$ cat src/rtl/block_fifo_pkg.sv
// rtl/block_fifo_pkg.sv - shared widths, FSM states and cooldown length for the block_fifo write engine
package block_fifo_pkg;

  localparam int FIFO_SIZE_WIDTH = 24;
  localparam int TIMER_WIDTH     = 16;
  localparam int COOLDOWN_CYCLES = 2;

  typedef enum logic [1:0] {
    ST_IDLE     = 2'd0,
    ST_WRITE    = 2'd1,
    ST_RELEASE  = 2'd2,
    ST_COOLDOWN = 2'd3
  } state_e;

endpackage

$ cat src/rtl/block_fifo_idle_timer.sv
// rtl/block_fifo_idle_timer.sv - 16-bit saturating idle timer with clear/enable and terminal flag
module block_fifo_idle_timer
  import block_fifo_pkg::*;
#(
  parameter int unsigned LIMIT = 256
) (
  input  logic clk,
  input  logic rst_n,
  input  logic i_clear,
  input  logic i_enable,
  output logic o_terminal
);

  localparam bit ENABLED = (LIMIT != 0);
  // Terminal fires during the LIMIT-th consecutive enabled cycle; limits beyond the
  // counter range collapse onto the saturation value.
  localparam logic [TIMER_WIDTH-1:0] TERM =
    (LIMIT > 65536) ? {TIMER_WIDTH{1'b1}} : TIMER_WIDTH'(LIMIT - 1);

  logic [TIMER_WIDTH-1:0] cnt_q, cnt_d;

  always_comb begin
    cnt_d = cnt_q;
    if (i_clear) begin
      cnt_d = '0;
    end else if (i_enable && (cnt_q != {TIMER_WIDTH{1'b1}})) begin
      cnt_d = cnt_q + 1'b1;
    end
  end

  always_ff @(posedge clk or negedge rst_n) begin
    if (!rst_n) begin
      cnt_q <= '0;
    end else begin
      cnt_q <= cnt_d;
    end
  end

  assign o_terminal = ENABLED && i_enable && (cnt_q == TERM);

endmodule

$ cat src/rtl/block_fifo_writer.sv
// rtl/block_fifo_writer.sv - converts a valid/ready word stream into block_fifo acquire/strobe/release writes
module block_fifo_writer
  import block_fifo_pkg::*;
#(
  parameter int          DATA_WIDTH     = 32,
  parameter int unsigned TIMEOUT_CYCLES = 256
) (
  input  logic                       clk,
  input  logic                       rst_n,
  input  logic                       i_enable,
  input  logic                       i_valid,
  input  logic [DATA_WIDTH-1:0]      i_data,
  input  logic                       i_last,
  output logic                       o_ready,
  input  logic                       i_fifo_rdy,
  output logic                       o_fifo_act,
  input  logic [FIFO_SIZE_WIDTH-1:0] i_fifo_size,
  output logic                       o_fifo_stb,
  output logic [DATA_WIDTH-1:0]      o_fifo_data,
  input  logic                       i_fifo_starved,
  output logic                       o_busy,
  output logic [31:0]                o_block_count
);

  state_e                     state_q, state_d;
  logic                       act_q, act_d;
  logic                       stb_q, stb_d;
  logic [DATA_WIDTH-1:0]      data_q, data_d;
  logic [FIFO_SIZE_WIDTH-1:0] count_q, count_d;
  logic [FIFO_SIZE_WIDTH-1:0] size_q, size_d;
  logic                       last_q, last_d;
  logic [31:0]                blk_q, blk_d;
  logic [1:0]                 cool_q, cool_d;

  logic                       xfer;
  logic                       partial;
  logic                       timer_en;
  logic                       timer_clr;
  logic                       timeout_hit;
  logic                       starve_hit;
  logic                       full_hit;
  logic [FIFO_SIZE_WIDTH-1:0] count_inc;

  assign o_ready    = (state_q == ST_WRITE) && act_q && (count_q < size_q) && !last_q;
  assign xfer       = i_valid && o_ready;
  assign count_inc  = count_q + 1'b1;
  assign partial    = (count_q != '0);
  assign full_hit   = xfer && (count_inc == size_q);
  assign starve_hit = (state_q == ST_WRITE) && partial && !i_valid && i_fifo_starved;
  assign timer_en   = (state_q == ST_WRITE) && partial && !xfer;
  assign timer_clr  = xfer || (state_q != ST_WRITE);

  block_fifo_idle_timer #(
    .LIMIT (TIMEOUT_CYCLES)
  ) u_idle_timer (
    .clk        (clk),
    .rst_n      (rst_n),
    .i_clear    (timer_clr),
    .i_enable   (timer_en),
    .o_terminal (timeout_hit)
  );

  always_comb begin
    state_d = state_q;
    act_d   = act_q;
    stb_d   = 1'b0;
    data_d  = data_q;
    count_d = count_q;
    size_d  = size_q;
    last_d  = last_q;
    blk_d   = blk_q;
    cool_d  = cool_q;
    unique case (state_q)
      ST_IDLE: begin
        if (i_enable && i_fifo_rdy) begin
          act_d   = 1'b1;
          size_d  = i_fifo_size;
          count_d = '0;
          last_d  = 1'b0;
          // An empty block skips WRITE so act is high for exactly one cycle.
          state_d = (i_fifo_size == '0) ? ST_RELEASE : ST_WRITE;
        end
      end
      ST_WRITE: begin
        if (xfer) begin
          stb_d   = 1'b1;
          data_d  = i_data;
          count_d = count_inc;
          if (i_last) last_d = 1'b1;
        end
        if (full_hit || (xfer && i_last) || timeout_hit || starve_hit || (size_q == '0)) begin
          state_d = ST_RELEASE;
        end
      end
      ST_RELEASE: begin
        // Act drops one edge after entering here, so the final strobe is always seen first.
        act_d   = 1'b0;
        blk_d   = blk_q + 1'b1;
        cool_d  = '0;
        state_d = ST_COOLDOWN;
      end
      ST_COOLDOWN: begin
        if (cool_q == 2'(COOLDOWN_CYCLES - 1)) begin
          state_d = ST_IDLE;
        end else begin
          cool_d = cool_q + 1'b1;
        end
      end
      default: state_d = ST_IDLE;
    endcase
  end

  always_ff @(posedge clk or negedge rst_n) begin
    if (!rst_n) begin
      state_q <= ST_IDLE;
      act_q   <= 1'b0;
      stb_q   <= 1'b0;
      data_q  <= '0;
      count_q <= '0;
      size_q  <= '0;
      last_q  <= 1'b0;
      blk_q   <= '0;
      cool_q  <= '0;
    end else begin
      state_q <= state_d;
      act_q   <= act_d;
      stb_q   <= stb_d;
      data_q  <= data_d;
      count_q <= count_d;
      size_q  <= size_d;
      last_q  <= last_d;
      blk_q   <= blk_d;
      cool_q  <= cool_d;
    end
  end

  assign o_fifo_act    = act_q;
  assign o_fifo_stb    = stb_q;
  assign o_fifo_data   = data_q;
  assign o_busy        = (state_q != ST_IDLE);
  assign o_block_count = blk_q;

endmodule

$ cat config.mk
export PLATFORM = sky130hd
export DESIGN_NAME = block_fifo_writer
export DESIGN_NICKNAME = d
export VERILOG_FILES = /design/src/rtl/block_fifo_pkg.sv /design/src/rtl/block_fifo_idle_timer.sv /design/src/rtl/block_fifo_writer.sv
export SDC_FILE = /design/constraint.sdc
export NUM_CORES = 1
export LEC_CHECK = 0
export CAP_MARGIN = 20
export CORE_ASPECT_RATIO = 0.75
export CORE_MARGIN = 5
export CORE_UTILIZATION = 50
export DETAILED_ROUTE_END_ITERATION = 12
export PLACE_DENSITY = 0.8
export SLEW_MARGIN = 20
export SYNTH_ARGS = -nofsm -noshare
export SYNTH_HDL_FRONTEND = slang
export SYNTH_HIERARCHICAL = 1
export SYNTH_SLANG_ARGS = --single-unit
$ cat constraint.sdc
create_clock -name clk -period 7.95 [get_ports clk]
set_clock_uncertainty 0.2 [all_clocks]
set_input_delay 1.59 -clock clk [delete_from_list [all_inputs] [get_ports clk]]
set_output_delay 1.59 -clock clk [all_outputs]
set_load 0.02 [all_outputs]
==> impl_metrics.yaml <==
synth:
  synthFlopType: "dfrtp_1"
  async_flop_share: 1.00
  synth_top_area_cell: "dfrtp_1"
  synth_nets: 947
  yosys-top-cells-count: "nand2_1, dfrtp_1, xnor2_1, inv_1"
  synth.most_common_cell: "nand2_1"
  ys_ff_latch: 135
  yosysTopAreaCellShare: 0.431
  yosys_warnings: 6
  synth_area_leaders: "dfrtp_1, nand2_1, xnor2_1, ha_1, mux2_2"
  synth_area_sq_um: 7840
  synth_edf_count: 0
  synth_area_per_cell_sq_um: 9.22
  synth_seq_area_share: 0.431
  yosysUniqueCellTypes: 63
  syn_inst: 851
global_route:
  grt_max_degree: 80
  grt_pass1_wl_mm: 35.0
  grt_usage: 0.236
  overflow: 0
  grt_antenna_before_repair: 0
  grt_pass1_vias: 6604
layout:
  num-fill-cells: 1256
  multi_input_area_sq_um: 4130
  regArea_sq_um: 3380
  drive_gt1_frac: 0.0815
  diodes: 0
  fin_nets: 1052
  utilization: 0.641
  area_growth_pct: 25.1
sta:
  worst_pin_slew_ns: 0.913
  timing.final.crit_share: 0.650
  finalHoldViolations: 0
  setup_viol: 0
  period_needed_ns: 5.17
  finalMaxSlewViolations: 0
  tns_ns: 0
  max_slew_margin: 0.386
  timing.fmax_mhz: 194
  rsz0062_at_grt: "no"
power_and_ir_drop:
  leakage_nw: 4.21
  powerDensity_nw_per_um2: 301
  ir_worst_vdd_uv: 209
floorplan:
  core-area_sq_um: 15300
  die_width_um: 155
  die-area_sq_um: 18300
  rows: 39
  ios: 131
  initial_utilization: 0.512
  die_y_um: 118
cts:
  post_cts_buffers: 0
  cts_root_buf: "clkbuf_16"
  numCtsBuffers: 17
  tritoncts: "done"
  clkTransAtPathRegs_ns: 0.06
  cts_resized: 0
  cts_hold_buf: 0
  clock_sinks: 135
  clk_latency_ns: 0.43
  cts_max_level: 4
  clockBufferDepth: 2
routing:
  vias: 6975
  via_per_inst: 5.94
  wl_per_cell_um: 18.1
  drc_errors: 0
  ant_nets: 0
  wirelength_mm: 21.3
  drtIter0Drc: 829
  first_pass_iters: 6
critical_path:
  crit_type: "reg2out"
  required_ns: 6.16
  critPathMaxFanout: 17
  cp-start-kind: "flop"
  arrival_ns: 3.38
  critPathCaptureType: "output pin"
hold_path:
  hold_class: "reg2reg"
place:
  gp_congestion: 1.00
  io_buffer_count: 130
  dp_hpwl_mm: 15.1
run_status:
  outcome: "completed"
job:
  drv_cap: 0
==> path summary, 6_finish.rpt <==
| path | startpoint | to | slack [ns] | depth (start not counted) |
|---|---|---|---|---|
| hold reg to reg | o_fifo_data[0]$_DFFE_PN0P_ | o_fifo_data[0]$_DFFE_PN0P_ | 0.27 | 2 |
| setup reg to reg | state_q[1]$_DFFE_PN0P_ | state_q[1]$_DFFE_PN0P_ | 3.04 | 18 |
| max in group asynchronous | rst_n | count_q[19]$_DFFE_PN0P_ | 5.33 | 2 |
| setup / recovery | state_q[1]$_DFFE_PN0P_ | o_ready | 2.78 | 8 |
| min in group asynchronous | rst_n | count_q[5]$_DFFE_PN0P_ | 1.02 | 1 |
| hold / removal | o_fifo_data[0]$_DFFE_PN0P_ | o_fifo_data[0]$_DFFE_PN0P_ | 0.27 | 2 |
==> layout by cell type (no fill, tap or decap), types with 8 or more instances in the layout <==
cell type,n
a21oi_1,33
a31oi_1,14
and3_1,16
clkbuf_16,17
clkdlybuf4s50_1,129
dfrtp_1,135
ha_1,33
inv_1,36
mux2_2,29
nand2_1,141
nand3_1,31
nand4_1,29
nor2_1,33
nor2b_1,8
nor3_1,17
nor4_1,32
o21a_1,12
o21ai_0,33
o31ai_1,16
xnor2_1,49
xor2_1,14
==> flip-flops by register name (all words and copies together) (netlist names) <==
register and cells:
u_idle_timer/cnt_q 16, o_fifo_stb 1, o_fifo_act 1, o_block_count 32, size_q 24, last_q 1, count_q 24, cool_q 2
state_q 2, o_fifo_data 32
==> cell type report <==
type | count | area share
Clock buffer | 17 | 0.0433
Clock inverter | 15 | 0.0158
Inverter | 36 | 0.0138
Multi-Input combinational cell | 632 | 0.421
Sequential cell | 135 | 0.344
Tap cell | 205 | 0.0261
Timing Repair Buffer | 134 | 0.136
==> cell families after synthesis <==
group / count (synthesis) / share of synthesized area
fa+ha+maj: 33 / 0.0526
mux: 33 / 0.0467
xor+xnor: 63 / 0.0703
flops: 135 / 0.431
buf+inv: 84 / 0.0435
simple gates: 349 / 0.227
compound gates: 154 / 0.129
==> routing by layer <==
metal | vias up | track usage | share of wire
li1 | 3283 | - | -
met1 | 3327 | 0.337 | 0.44
met2 | 317 | 0.346 | 0.45
met3 | 48 | 0.0676 | 0.087
met4 | 0 | 0.0789 | 0.025
met5 | - | 0 | 0
==> stage by stage <==
step | total power, W | std cells | setup slack, ns | cell area, sq um | hold WS, ns
after floorplan | 0.00172 | 851 | 3.94 | 7840 | 0.276
after global placement | 0.00214 | 1142 | 2.97 | 9230 | 0.257
after detailed placement | 0.00217 | 1142 | 2.86 | 9230 | 0.261
after CTS | 0.00296 | 1174 | 2.83 | 9810 | 0.277
after global routing | 0.00314 | 1174 | 2.63 | 9820 | 0.296
final | 0.00295 | 1174 | 2.78 | 9820 | 0.272
==> where the power goes <==
group	total [W]	switching, W	leakage [nW]	internal (W)
clock network	0.000780	0.000337	0.274	0.000443
logic	0.00113	0.000624	2.16	0.000510
registers	0.00104	0.000182	1.78	0.000858
total	0.00295	0.00114	4.21	0.00181
==> worst max-delay path: stages, from the launching register on <==
cell	delay, ns
dfrtp_1	0.42
inv_1	0.09
ha_1	0.65
nand2_1	0.10
nor3_1	0.19
o31ai_1	0.10
a311oi_1	0.52
and2_1	0.26
clkdlybuf4s50_1	0.61
Note: power is estimated with default switching activity, not from simulation.
